--- config.mk ---
export PLATFORM = sky130hd
export DESIGN_NAME = uart_rx
export DESIGN_NICKNAME = d
export VERILOG_FILES = /design/src/rtl/uart_pkg.sv /design/src/rtl/uart_sync2.sv /design/src/rtl/uart_rx.sv
export SDC_FILE = /design/constraint.sdc
export NUM_CORES = 1
export LEC_CHECK = 0
export ABC_CLOCK_PERIOD_IN_PS = 2950
export CAP_MARGIN = 20
export CORE_MARGIN = 2
export CORE_UTILIZATION = 41
export CTS_BUF_LIST = sky130_fd_sc_hd__clkbuf_8
export CTS_CLUSTER_SIZE = 24
export DETAILED_ROUTE_END_ITERATION = 12
export GPL_ROUTABILITY_DRIVEN = 0
export SLEW_MARGIN = 25
export SYNTH_ARGS = -nofsm -noshare
export SYNTH_HDL_FRONTEND = slang
export SYNTH_SLANG_ARGS = --single-unit
--- constraint.sdc ---
create_clock -name clk -period 2.95 [get_ports clk]
set_input_delay 0.59 -clock clk [delete_from_list [all_inputs] [get_ports clk]]
set_output_delay 0.59 -clock clk [all_outputs]
set_load 0.005 [all_outputs]
--- src/rtl/uart_pkg.sv ---
// Shared UART definitions used by both the receive and transmit paths.
package uart_pkg;

  typedef enum logic [2:0] {
    IDLE   = 3'd0,
    START  = 3'd1,
    DATA   = 3'd2,
    PARITY = 3'd3,
    STOP   = 3'd4,
    BREAK  = 3'd5
  } uart_state_e;

  localparam logic PAR_EVEN = 1'b0;
  localparam logic PAR_ODD  = 1'b1;

endpackage

--- src/rtl/uart_sync2.sv ---
// Two-flop synchronizer for an asynchronous single-bit input; resets to 1 (idle line level).
module uart_sync2 (
  input  logic clk,
  input  logic rst_n,
  input  logic i_async,
  output logic o_sync
);

  logic r_meta;
  logic r_sync;

  always_ff @(posedge clk or negedge rst_n) begin
    if (!rst_n) begin
      r_meta <= 1'b1;
      r_sync <= 1'b1;
    end else begin
      r_meta <= i_async;
      r_sync <= r_meta;
    end
  end

  assign o_sync = r_sync;

endmodule

--- src/rtl/uart_rx.sv ---
// UART receiver: mid-bit sampling of start/data/parity/stop frames into a parallel byte
// with a one-cycle valid strobe and sticky-until-next-frame error flags.
module uart_rx
  import uart_pkg::*;
#(
  parameter int CLKS_PER_BIT = 868,
  parameter int DATA_BITS    = 8,
  parameter int PARITY_EN    = 1,
  parameter int PARITY_ODD   = int'(PAR_EVEN)
) (
  input  logic                 clk,
  input  logic                 rst_n,
  input  logic                 rx_in,
  output logic [DATA_BITS-1:0] rx_data,
  output logic                 rx_valid,
  output logic                 parity_err,
  output logic                 frame_err,
  output logic                 busy
);

  localparam int CNT_W = $clog2(CLKS_PER_BIT);
  localparam int IDX_W = $clog2(DATA_BITS);
  localparam logic [CNT_W-1:0] CNT_HALF = CNT_W'(CLKS_PER_BIT / 2 - 1);
  localparam logic [CNT_W-1:0] CNT_LAST = CNT_W'(CLKS_PER_BIT - 1);
  localparam logic [IDX_W-1:0] IDX_LAST = IDX_W'(DATA_BITS - 1);

  logic                 w_rx_s;
  uart_state_e          r_state;
  logic [CNT_W-1:0]     r_clk_cnt;
  logic [IDX_W-1:0]     r_bit_idx;
  logic [DATA_BITS-1:0] r_shift;
  logic                 r_par_bad;
  logic [DATA_BITS-1:0] r_data;
  logic                 r_valid;
  logic                 r_parity_err;
  logic                 r_frame_err;

  uart_sync2 u_sync (
    .clk     (clk),
    .rst_n   (rst_n),
    .i_async (rx_in),
    .o_sync  (w_rx_s)
  );

  always_ff @(posedge clk or negedge rst_n) begin
    if (!rst_n) begin
      r_state      <= IDLE;
      r_clk_cnt    <= '0;
      r_bit_idx    <= '0;
      r_shift      <= '0;
      r_par_bad    <= 1'b0;
      r_data       <= '0;
      r_valid      <= 1'b0;
      r_parity_err <= 1'b0;
      r_frame_err  <= 1'b0;
    end else begin
      r_valid <= 1'b0;
      unique case (r_state)
        IDLE: begin
          r_clk_cnt <= '0;
          r_bit_idx <= '0;
          if (!w_rx_s) r_state <= START;
        end
        START: begin
          if (r_clk_cnt == CNT_HALF) begin
            // A line that is high again at mid start bit was only a glitch.
            r_clk_cnt <= '0;
            r_bit_idx <= '0;
            r_state   <= w_rx_s ? IDLE : DATA;
          end else begin
            r_clk_cnt <= r_clk_cnt + CNT_W'(1);
          end
        end
        DATA: begin
          if (r_clk_cnt == CNT_LAST) begin
            r_clk_cnt          <= '0;
            r_shift[r_bit_idx] <= w_rx_s;
            if (r_bit_idx == IDX_LAST) begin
              r_bit_idx <= '0;
              r_state   <= (PARITY_EN != 0) ? PARITY : STOP;
            end else begin
              r_bit_idx <= r_bit_idx + IDX_W'(1);
            end
          end else begin
            r_clk_cnt <= r_clk_cnt + CNT_W'(1);
          end
        end
        PARITY: begin
          if (r_clk_cnt == CNT_LAST) begin
            r_clk_cnt <= '0;
            r_par_bad <= ((^r_shift) ^ w_rx_s) != 1'(PARITY_ODD);
            r_state   <= STOP;
          end else begin
            r_clk_cnt <= r_clk_cnt + CNT_W'(1);
          end
        end
        STOP: begin
          if (r_clk_cnt == CNT_LAST) begin
            r_clk_cnt    <= '0;
            r_data       <= r_shift;
            r_valid      <= 1'b1;
            r_parity_err <= (PARITY_EN != 0) ? r_par_bad : 1'b0;
            r_frame_err  <= !w_rx_s;
            // A low stop bit means a held-low line; wait for idle before rearming.
            r_state      <= w_rx_s ? IDLE : BREAK;
          end else begin
            r_clk_cnt <= r_clk_cnt + CNT_W'(1);
          end
        end
        BREAK: begin
          if (w_rx_s) r_state <= IDLE;
        end
        default: r_state <= IDLE;
      endcase
    end
  end

  assign rx_data    = r_data;
  assign rx_valid   = r_valid;
  assign parity_err = r_parity_err;
  assign frame_err  = r_frame_err;
  assign busy       = (r_state != IDLE);

endmodule

* Yosys cells after proc, flatten, opt, wreduce, memory -nomap -nowiden
Cells that the tools add are included.
** Storage, ports and cells
- Bits of input ports :: 3
- Bits in registers :: 38
- Word-level logic and storage cells :: 66
** Operators by class
- Equal/unequal tests :: 15
- $lt $le $gt $ge :: 2
- Bitwise operators :: 1
- Add/sub/neg operators :: 2
- Reduce and logical (&&, ||, !) cells :: 13
- Multiplexer cells :: 22
** Operators by type and width (number)
- 2-to-1 mux 3 bit :: 11
- one-hot mux 10 bit (3 select lines) :: 1
- 2-to-1 mux 10 bit :: 2
- one-hot mux 3 bit (6 select lines) :: 1
- != test 2 bit (second input constant) :: 6
- adder 10 x 1 -> 10 bit (second input constant) :: 1
- equality test 10 bit (second input constant) :: 1
- equality test 10 x 9 -> 1 bit (second input constant) :: 1
- equality test 3 bit (second input constant) :: 3
- one-hot mux 3 bit (3 select lines) :: 1
- nonzero test 3 bit :: 3
- bitwise mux 8 bit :: 1
- XOR reduction 8 bit :: 1
- AND reduction 7 bit :: 1
- equality test 3 x 2 -> 1 bit (second input constant) :: 2
- AND reduction 2 bit :: 3
- < comparator 3 x 4 -> 1 bit (second input constant) :: 1
- adder 3 x 1 -> 3 bit (second input constant) :: 1
- demux 1 bit (select 3 bit) :: 1
- equality test 3 x 1 -> 1 bit (second input constant) :: 1
- greater-or-equal comparator 3 x 1 -> 1 bit (second input constant) :: 1
- logical NOT 3 bit :: 1
- 2-to-1 mux 1 bit :: 3
- AND reduction 3 bit :: 1
- 6 further kinds :: 6

* Depth between registers and ports, before layout
- Depth after elaboration :: 5
- Depth in mapped cells :: 8
- Gate-level depth less buffers :: 7

* Cells and area by module
A second synthesis with hierarchy kept.
** Unflattened totals
- Cells, all modules :: 183
- Area, all modules :: 1999.4 um^2
** By module, submodules not included
- uart_rx :: area an instance 1946.9 um^2, seq. area each 900.9 um^2, cells an instance 181, times used 1
- uart_sync2 :: area an instance 52.6 um^2, seq. area each 52.6 um^2, cells an instance 2, times used 1

* Worst setup path before layout
Ideal clock, no wire load.
- Path kind :: flip-flop to flip-flop
- From :: register r_clk_cnt[0]
- To :: register r_parity_err (netlist: parity_err)
- Path buffers :: 1
- Period minus slack after synthesis :: 2.255 ns
- Cell stages (with the launch flop) :: 7
- Arrival time :: 2.131 ns
- Required time :: 2.825 ns
- Slack :: 0.695 ns
- Path through :: dfrtp_1 ha_1 or4b_4 nor4_4 and3_2 buf_6 mux2_2
** On the way
- Word-level cells in the longest chain between the ends :: 2
** RTL lines
- start, declared :: line uart_rx.sv:29 : logic [CNT_W-1:0] r_clk_cnt;
- start signal, assigned :: line uart_rx.sv:71 : r_clk_cnt <= r_clk_cnt + CNT_W'(1);
- start signal, assigned :: line uart_rx.sv:85 : r_clk_cnt <= r_clk_cnt + CNT_W'(1);
- start signal, assigned :: line uart_rx.sv:94 : r_clk_cnt <= r_clk_cnt + CNT_W'(1);
- equality test 10 bit :: line uart_rx.sv:98 : if (r_clk_cnt == CNT_LAST) begin
- AND reduction 2 bit (no source line)
- end signal, assigned :: line uart_rx.sv:102 : r_parity_err <= (PARITY_EN != 0) ? r_par_bad : 1'b0;
- end, declared :: line uart_rx.sv:35 : logic r_parity_err;
No other way between the ends.
A chain may end at the register's enable or synchronous reset.

* Worst setup path in the final report
- From :: register r_clk_cnt[0]
- To :: register r_state[0]
** On the way
- Word-level cells in the longest chain between the ends :: 3
- Elaborated cells on any way between the ends :: 7
- Those cells by class :: 6 x eq/ne; 1 x reduce/logical
** RTL lines
- equality test 10 bit or equality test 10 x 9 -> 1 bit (tied branches)
- != test 2 bit (no source line)
- AND reduction 7 bit (no source line) *
- end signal, assigned :: line uart_rx.sv:69 : r_state <= w_rx_s ? IDLE : DATA;
- end signal, assigned :: line uart_rx.sv:80 : r_state <= (PARITY_EN != 0) ? PARITY : STOP;
- end signal, assigned :: line uart_rx.sv:105 : r_state <= w_rx_s ? IDLE : BREAK;
- end, declared :: line uart_rx.sv:28 : uart_state_e r_state;
Mark *: on every way between the ends. The rest lies on a longest branch, timed or not.

==> impl_metrics.json <==
{
  "clkTransAtPathRegs_ns": 0.07,
  "wirelength_um": 3470,
  "max_slew_margin": 0.451,
  "power_uw": 1070,
  "cts.sinks": 38,
  "synthCells": 165,
  "cts-root-buf": "clkbuf_8",
  "synth-seq-cells": 38,
  "async_reset_ff_frac": 1.00,
  "synth-main-ff-cell": "dfrtp_1",
  "dp.final_hpwl_um": 2370,
  "sw_frac_of_total": 0.195,
  "syn_area_per_cell_sq_um": 11.4,
  "vdd_drop_max_uv": 430,
  "top_usage_layer": "met2",
  "postCtsSetupBuffers": 0,
  "layout_setup_ws_ns": 0.301,
  "grt_first_pass_wirelength_um": 6070,
  "cts_hold_buf": 0,
  "ioPinCount": 15,
  "n_antenna_cell": 0,
  "synth-edff-count": 0,
  "status": "finished, final reports clean",
  "p_int_uw": 865,
  "wl_per_cell_um": 14.8,
  "ys_seq_area_frac": 0.506,
  "start_kind": "flop",
  "core-area_sq_mm": 0.00438,
  "end_kind": "flop",
  "switchingPower_uw": 209,
  "nFillCells": 386,
  "synth_area_sq_mm": 0.00188,
  "grt_pass1_vias": 1209,
  "combPwrFrac": 0.012,
  "hold_path_class": "reg -> reg",
  "clock_latency_ns": 0.29,
  "syn2layout_area_growth_pct": 15.9,
  "grt_use_met2": 0.219,
  "die_height_um": 71.8,
  "rsz0062_at_grt": "false",
  "worst_clock_skew_ns": 0.0132,
  "pwr-share-clk": 0.498,
  "critPathKind": "reg -> reg",
  "tritoncts": "done",
  "initial_core_util": 0.430,
  "cts_resized": 0,
  "grt_use_total": 0.151,
  "port_buffers": 14,
  "period_share": 0.898,
  "pre_cts_slack_ns": 0.337,
  "clock_path_buffers": 2,
  "grt_start_max_net_pins": 39,
  "setup_tns_ns": 0,
  "worstPathRequired_ns": 3.16,
  "vias": 1298,
  "synth_fp_nets": 172,
  "ys_types": 40,
  "gr-usage-met1": 0.219,
  "die_w_um": 71.8,
  "final_cell_mix": "dfrtp_1, mux2_2, clkdlybuf4s50_1, nand2_1",
  "leakagePower_uw": 0.000997,
  "rows": 24,
  "min_period_ns": 2.65,
  "fin_util": 0.498,
  "p_per_area_mw_per_mm2": 492,
  "yosysWarnings": 0,
  "drc": 0,
  "drtIter0Drc": 60,
  "crit_fanout": 12,
  "fmax_mhz": 377,
  "htreeDepth": 2,
  "grt_use_met3": 0.0380,
  "worst_pin_slew_ns": 0.818,
  "max_cap_viol_count": 0,
  "die-area_sq_mm": 0.00515,
  "avgViaCountPerCell": 5.55,
  "cts_made_buffers": 5,
  "final_common_cell": "dfrtp_1",
  "antenna_left": 0,
  "sequentialPowerShare": 0.490,
  "antenna_found_initial": 0,
  "setup_viol": 0,
  "drt_first_pass_iters": 4,
  "finalHoldViolCount": 0,
  "cp_data_arrival_time_ns": 2.86,
  "finalNetCount": 188,
  "finalMaxSlewViolations": 0,
  "drive_gt1_frac": 0.214,
  "gr-total-overflow": 0
}
## critical path, stage by stage, from the launching register on
cell and delay [ns]:
dfrtp_1 0.42, ha_1 0.23, or4b_4 0.49, nor4_4 0.43, o21ai_1 0.40, or4_1 0.50
o211ai_1 0.10
## layout make-up
type	count	area, sq um	area share
inverters	9	33.8	0.0155
flip-flops and latches	38	953	0.437
multi-input cells	112	850	0.389
repair buffers	15	143	0.0654
clock buffers	5	68.8	0.0315
well taps	52	65.1	0.0298
clock inverters	3	68.8	0.0315
## cells by family (layout without fill, tap and decap cells)
logic type | Yosys count | after routing | synth area share
fa+ha+maj | 4 | 4 | 0.0266
mux | 23 | 23 | 0.134
flops | 38 | 38 | 0.506
simple gates | 49 | 49 | 0.157
buf+inv | 15 | 32 | 0.0425
xor+xnor | 10 | 10 | 0.0465
compound gates | 26 | 26 | 0.0864
## power by group through the flow
stage	Combinational (uW)	Clock [uW]	Sequential, uW
6_report	13.2	535	526
5_1_grt	16.3	571	526
4_1_cts	14.3	546	526
3_5_place_dp	14.5	0	536
3_3_place_gp	14.1	0	536
2_1_floorplan	2.94	0	534
## routing by layer
| metal | wire, um | vias to the layer above | part of all wire |
|---|---|---|---|
| met4 | 62 | 0 | 0.018 |
| met3 | 114 | 8 | 0.033 |
| met1 | 1740 | 643 | 0.50 |
| met2 | 1560 | 24 | 0.45 |
| li1 | - | 623 | - |
| met5 | 0 | - | 0 |
## path summary, 6_finish.rpt
kind / startpoint / endpoint / slack [ns] / cells after the start
worst max-delay path: r_clk_cnt[0]$_DFFE_PN0P_ / r_state[0]$_DFFE_PN0P_ / 0.30 / 6
worst min-delay path: u_sync.r_meta$_DFF_PN1_ / u_sync.o_sync$_DFF_PN1_ / 0.36 / 0
worst max register to register: r_clk_cnt[0]$_DFFE_PN0P_ / r_state[0]$_DFFE_PN0P_ / 0.30 / 6
worst min register to register: u_sync.r_meta$_DFF_PN1_ / u_sync.o_sync$_DFF_PN1_ / 0.36 / 0
max in group asynchronous: rst_n / parity_err$_DFFE_PN0P_ / 2.03 / 1
min in group asynchronous: rst_n / r_state[1]$_DFFE_PN0P_ / 0.39 / 1
## sequential cells by signal (all words and copies together) (netlist names)
signal / cells
parity_err: 1
rx_valid: 1
r_state: 3
r_clk_cnt: 10
frame_err: 1
r_par_bad: 1
r_bit_idx: 3
u_sync.r_meta: 1
u_sync.o_sync: 1
r_shift: 8
rx_data: 8
## metrics by stage
stage	cells	cell area [sq um]	hold slack, ns
floorplan	165	1880	0.294
global placement	226	2040	0.346
detailed placement	226	2040	0.347
CTS	234	2180	0.358
global route	234	2180	0.361
finish	234	2180	0.357
## synthesized netlist by cell type, types with 4 or more instances
master / n / share of area
xnor2_1: 7 / 0.033
a21oi_1: 7 / 0.019
nand3_1: 9 / 0.024
mux2_2: 18 / 0.11
mux2i_1: 5 / 0.027
nand2_1: 11 / 0.022
o21ai_0: 4 / 0.011
inv_1: 9 / 0.018
nor2_1: 5 / 0.010
a31oi_1: 4 / 0.013
dfrtp_1: 36 / 0.48
nor3_1: 8 / 0.021
ha_1: 4 / 0.027
(Power assumes the default switching activity.)
